File: src/rtl/game_timer_ctrl.sv
// Game timer: count-down/count-up with start/pause, bonus adds, warning, done and BCD digits.
// Optional macro TIMER_BCD_EN builds the binary-to-BCD digit outputs; otherwise digits are 0.
module game_timer_ctrl #(
    parameter int unsigned TIMER_BITS = 7,
    parameter int unsigned MAX_TIME   = 30,
    parameter int unsigned WARN_TIME  = 5,
    parameter int unsigned ADD_BITS   = 4
) (
    input  logic                  clk,
    input  logic                  reset_n,
    input  logic                  tick,
    input  logic                  load,
    input  logic                  use_default,
    input  logic [TIMER_BITS-1:0] load_value,
    input  logic                  mode,
    input  logic                  start,
    input  logic                  pause,
    input  logic                  add_en,
    input  logic [ADD_BITS-1:0]   add_value,
    output logic [TIMER_BITS-1:0] current_time,
    output logic                  running,
    output logic                  warning,
    output logic                  timer_done,
    output logic                  done_pulse,
    output logic [3:0]            bcd_tens,
    output logic [3:0]            bcd_ones
);

    localparam int unsigned SumW = TIMER_BITS + 2;
    localparam logic [TIMER_BITS-1:0] MaxVal   = TIMER_BITS'(MAX_TIME);
    localparam logic [TIMER_BITS-1:0] WarnVal  = TIMER_BITS'(WARN_TIME);
    localparam logic [TIMER_BITS-1:0] CountMax = '1;

    typedef enum logic [1:0] {StIdle, StRun, StPaused, StDone} state_e;

    state_e                state_q, state_d;
    logic                  mode_q, mode_d;
    logic [TIMER_BITS-1:0] count_q, count_d;
    logic [TIMER_BITS-1:0] target_q, target_d;
    logic                  warning_q, warning_d;
    logic                  done_pulse_q, done_pulse_d;

    logic [TIMER_BITS-1:0] load_val;
    logic [TIMER_BITS-1:0] remaining_d;
    logic                  terminal;
    logic                  tick_run;
    logic [SumW-1:0]       add_amt;
    logic [SumW-1:0]       sum;

    always_comb begin
        load_val = use_default ? MaxVal : load_value;
        terminal = mode_q ? (count_q == target_q) : (count_q == '0);
        tick_run = tick && (state_q == StRun);
        add_amt  = (add_en && !mode_q) ? SumW'(add_value) : '0;
        sum      = SumW'(count_q) + add_amt - SumW'(tick_run);
    end

    always_comb begin
        state_d      = state_q;
        mode_d       = mode_q;
        count_d      = count_q;
        target_d     = target_q;
        done_pulse_d = 1'b0;

        if (load) begin
            mode_d  = mode;
            state_d = StIdle;
            if (mode) begin
                count_d  = '0;
                target_d = load_val;
            end else begin
                count_d = load_val;
            end
        end else if (pause && state_q == StRun) begin
            state_d = StPaused;
        end else if (start && (state_q == StIdle || state_q == StPaused)) begin
            if (terminal) begin
                state_d      = StDone;
                done_pulse_d = 1'b1;
            end else begin
                state_d = StRun;
            end
        end else if (state_q == StRun || state_q == StPaused) begin
            if (!mode_q) begin
                // Down mode: tick and bonus add combine, saturating at the register maximum
                count_d = (sum > SumW'(CountMax)) ? CountMax : sum[TIMER_BITS-1:0];
                if (sum == '0) begin
                    state_d      = StDone;
                    done_pulse_d = 1'b1;
                end
            end else if (tick_run) begin
                count_d = count_q + TIMER_BITS'(1);
                if (count_d == target_q) begin
                    state_d      = StDone;
                    done_pulse_d = 1'b1;
                end
            end
        end

        remaining_d = mode_d ? (target_d - count_d) : count_d;
        warning_d   = (state_d == StRun || state_d == StPaused) &&
                      (remaining_d != '0) && (remaining_d <= WarnVal);
    end

    always_ff @(posedge clk or negedge reset_n) begin
        if (!reset_n) begin
            state_q      <= StIdle;
            mode_q       <= 1'b0;
            count_q      <= MaxVal;
            target_q     <= MaxVal;
            warning_q    <= 1'b0;
            done_pulse_q <= 1'b0;
        end else begin
            state_q      <= state_d;
            mode_q       <= mode_d;
            count_q      <= count_d;
            target_q     <= target_d;
            warning_q    <= warning_d;
            done_pulse_q <= done_pulse_d;
        end
    end

    assign current_time = count_q;
    assign running      = (state_q == StRun);
    assign timer_done   = (state_q == StDone);
    assign warning      = warning_q;
    assign done_pulse   = done_pulse_q;

`ifdef TIMER_BCD_EN
    int unsigned bin_val;

    always_comb begin
        bin_val = 32'(count_q);
        if (bin_val > 32'd99) begin
            bcd_tens = 4'd9;
            bcd_ones = 4'd9;
        end else begin
            bcd_tens = 4'(bin_val / 32'd10);
            bcd_ones = 4'(bin_val % 32'd10);
        end
    end
`else
    assign bcd_tens = 4'd0;
    assign bcd_ones = 4'd0;
`endif

endmodule

File: config.mk
export PLATFORM = sky130hd
export DESIGN_NAME = game_timer_ctrl
export DESIGN_NICKNAME = d
export VERILOG_FILES = /design/src/rtl/game_timer_ctrl.sv
export SDC_FILE = /design/constraint.sdc
export NUM_CORES = 1
export LEC_CHECK = 0
export ABC_AREA = 0
export CORE_AREA = 2 2 73 75
export CTS_CLUSTER_DIAMETER = 30
export DETAILED_ROUTE_END_ITERATION = 10
export DIE_AREA = 0 0 75 77
export MAX_ROUTING_LAYER = met4
export PLACE_DENSITY = 0.77
export SYNTH_ARGS = -nofsm -noshare
export SYNTH_HDL_FRONTEND = slang
export SYNTH_SLANG_ARGS = --single-unit
File: constraint.sdc
create_clock -name clk -period 7.95 [get_ports clk]
set_input_delay 1.1925 -clock clk [delete_from_list [all_inputs] [get_ports clk]]
set_output_delay 1.1925 -clock clk [all_outputs]
set_load 0.02 [all_outputs]
==> metrics.yaml <==
yosys:
  synth_flop_cell: "dfrtp_1"
  syn-cell-area_sq_um: 2410
  synthArstFlopShare_pct: 100
  synth_edf_count: 0
  avgSynthCellArea_sq_um: 8.02
  synthTopCellsByCount: "27 x inv_1, 26 x ha_1, 25 x nand2_1"
  ys_types: 66
  yosysMostFrequentCell: "inv_1"
  synthTopCellsByArea: "ha_1 14%, dfrtp_1 11%, dfstp_2 8.7%, xnor2_1 4.7%, inv_1 4.2%"
  synth_top_cell_by_area: "ha_1"
  ys_ff_latch: 19
  ys_seq_area_share_pct: 20.2
  synth_cells: 300
  synth_top_area_share_pct: 13.5
  yosys_warnings: 0
timing:
  fmax_mhz: 169
  fin_skew_ns: 0.00236
  hold_violations: 0
  slew_headroom_pct: 41.2
  layout_min_cycle_time_ns: 5.91
  setup_viol: 0
  worstMarginPinSlew_ns: 0.880
  slew_viol_final: 0
  period_share_pct: 74.3
  rsz0062_at_grt: "no"
  fin_setup_tns_ns: 0
placed_design:
  place_congestion: 0.941
  portBuffers: 30
  dpl-instance-area_sq_um: 2720
  dp.final_hpwl_microns: 4850
global_route:
  grtUsageMet1_pct: 31.4
  grt_pass1_vias: 2197
  grt_overflow_total: 0
  grt_pass1_wl_microns: 10200
  grt.met2_usage_pct: 33.8
  top_usage_layer: "met2"
  gr-usage-met3_pct: 3.42
  track_usage_pct: 22.8
  antenna_found_initial: 0
  grt_max_degree: 23
power_and_ir_drop:
  pwr-share-comb_pct: 70.6
  leakagePower_uw: 0.00114
  cell_internal_pwr_uw: 392
  p_seq_share_pct: 20.7
  p_sw_share_pct: 49.5
  power_density_nw_per_um2: 281
  irDropWorstVdd_mv: 0.139
  p_switching_uw: 384
  pwr-share-clk_pct: 8.7
layout:
  nFillCells: 474
  area_growth_pct: 14.7
  drive_above_1_share_pct: 6.83
  nNetsFinal: 371
  diodes: 0
  fin_area_sq_um: 2760
clocking:
  clk_pin_slew_ns: 0.07
  cts_buffers: 3
  hold_buffers: 0
  clock_sinks: 19
  insertion_delay_ns: 0.26
  cts_tree: "built"
  h-tree-depth: 1
  cts_setup_buffers: 0
  clock_path_buffers: 2
  clock-root-buffer: "clkbuf_8"
  cts_resized: 0
setup_path:
  critPathMaxStageDelay_ns: 0.46
  cpMostUsedCell: "nand2_1"
  required_ns: 8.12
  rr_startpoint: "state_q[1]"
  crit_start: "tick"
  cp-start-kind: "primary input"
  cp_data_arrival_time_ns: 6.08
  path_cells: "clkdlybuf4s50_1 > nand2_1 > a21o_1 > nand2_1 > ha_1 > fa_1 > a211o_1 > nand2_1 > a31oi_1 > o21ai_2 > o32a_1 > nor2_1 > o32a_1 > ha_1 > nor2b_1 > o21a_1 > o21ai_0 > nand2b_1 > nor3_1 > o21bai_1 > a311o_1 > nor3_1"
  cp_slowest_cell: "clkdlybuf4s50_1"
  cp-end-kind: "flop"
  path_max_fanout: 11
  crit_type: "primary input to flop"
drt:
  finalWirelength_microns: 6100
  drt_pass1_iterations: 7
  vias: 2308
  drt_iter0_drc: 183
  route.detailed.drc: 0
  routed_via_density: 5.89
  drtAntennaViolNets: 0
  avgRoutedWirePerCell_microns: 15.6
floorplanning:
  fp.dieH_microns: 77
  chipWidth_microns: 75
  top_level_ports: 39
  start_util_pct: 48.4
  rows: 26
  die_area_sq_um: 5780
  design.core.area_sq_um: 4980
hold_path:
  min_path_type: "flop to flop"
  worst_hold_startpoint: "target_q[3]"
outcome:
  status: "finished, final reports clean"
flow_run:
  maxCapViolCount: 0
metal layers:
layer / routed length, microns / up-vias
met4: 136 / 0
met2: 2880 / 96
met3: 400 / 16
met1: 2680 / 1077
li1: - / 1119
met5: 0 / -
final timing paths:
path | to | slack (ns) | cells past startpoint
worst max-delay path | warning | 2.04 | 22
min in group asynchronous | target_q[6] | 1.43 | 1
worst min register to register | target_q[3] | 0.55 | 2
max in group asynchronous | mode_q | 5.99 | 1
worst max register to register | warning | 2.46 | 23
worst min-delay path | target_q[3] | 0.55 | 2
power by group through the flow:
stage | Combinational (uW) | Sequential, uW | Clock [uW]
after floorplan | 409 | 156 | 0
after global placement | 530 | 162 | 0
after detailed placement | 537 | 162 | 0
after CTS | 542 | 160 | 69.0
after global routing | 608 | 165 | 74.7
final | 548 | 160 | 67.6
cell families after synthesis:
logic type	Yosys count	share of synthesized area [%]
multiplexers	3	1.25
buffers and inverters	46	8.63
flip-flops	19	20.2
adder cells (fa/ha/maj)	28	15.2
AO/OA/AOI/OAI	83	26.2
AND/OR/NAND/NOR	102	21.9
other	1	0.156
XOR/XNOR	18	6.55
cell type report:
class / count / area, sq um / share of cell area (%)
clock buffer: 3 / 41.3 / 1.50
timing repair buffer: 30 / 300 / 10.9
tap: 70 / 87.6 / 3.17
multi-input combinational: 242 / 1740 / 63.0
inverter: 27 / 101 / 3.67
sequential: 19 / 485 / 17.6
clock inverter: 1 / 5.00 / 0.181
layout by cell type, fill, tap and decap left out, drive strengths merged, types with 3 or more instances in the layout:
cell	count
clkbuf	3
ha	26
a211oi	4
dfrtp	11
nor2	16
nor2b	8
o21ai	20
xnor2	13
or2	3
or3	4
nand2b	6
xor2	5
and2	4
dfstp	8
clkdlybuf4s50	30
o32a	3
a21o	6
conb	8
o21a	4
nand3	13
nor3	9
nand2	25
o211ai	4
mux2i	3
nand4	4
a21oi	9
a31oi	4
inv	27
stage by stage:
| step | total power [uW] | std cells | hold slack [ns] | setup WS (ns) | util, % |
|---|---|---|---|---|---|
| 2_1_floorplan | 566 | 307 | 0.502 | 2.80 | - |
| 3_3_place_gp | 691 | 388 | 0.538 | 2.03 | 54.6 |
| 3_5_place_dp | 698 | 388 | 0.538 | 1.89 | 54.6 |
| 4_1_cts | 771 | 392 | 0.548 | 2.11 | 55.5 |
| 5_1_grt | 847 | 392 | 0.592 | 1.69 | 55.5 |
| 6_report | 776 | 392 | 0.553 | 2.04 | 55.5 |
worst max-delay path, delay by kind of cell:
| kind | cells | cell delay, ns |
|---|---|---|
| buffers and inverters | 1 | 0.46 |
| adders and majority gates | 3 | 0.94 |
| and+or+nand+nor | 8 | 1.20 |
| AOI/OAI and AO/OA | 10 | 2.28 |
sequential cells by signal, indices dropped and copies added (netlist names):
register,flops
current_time,7
target_q,7
state_q,2
done_pulse,1
mode_q,1
warning,1
Power figures use the tool's default switching activity.
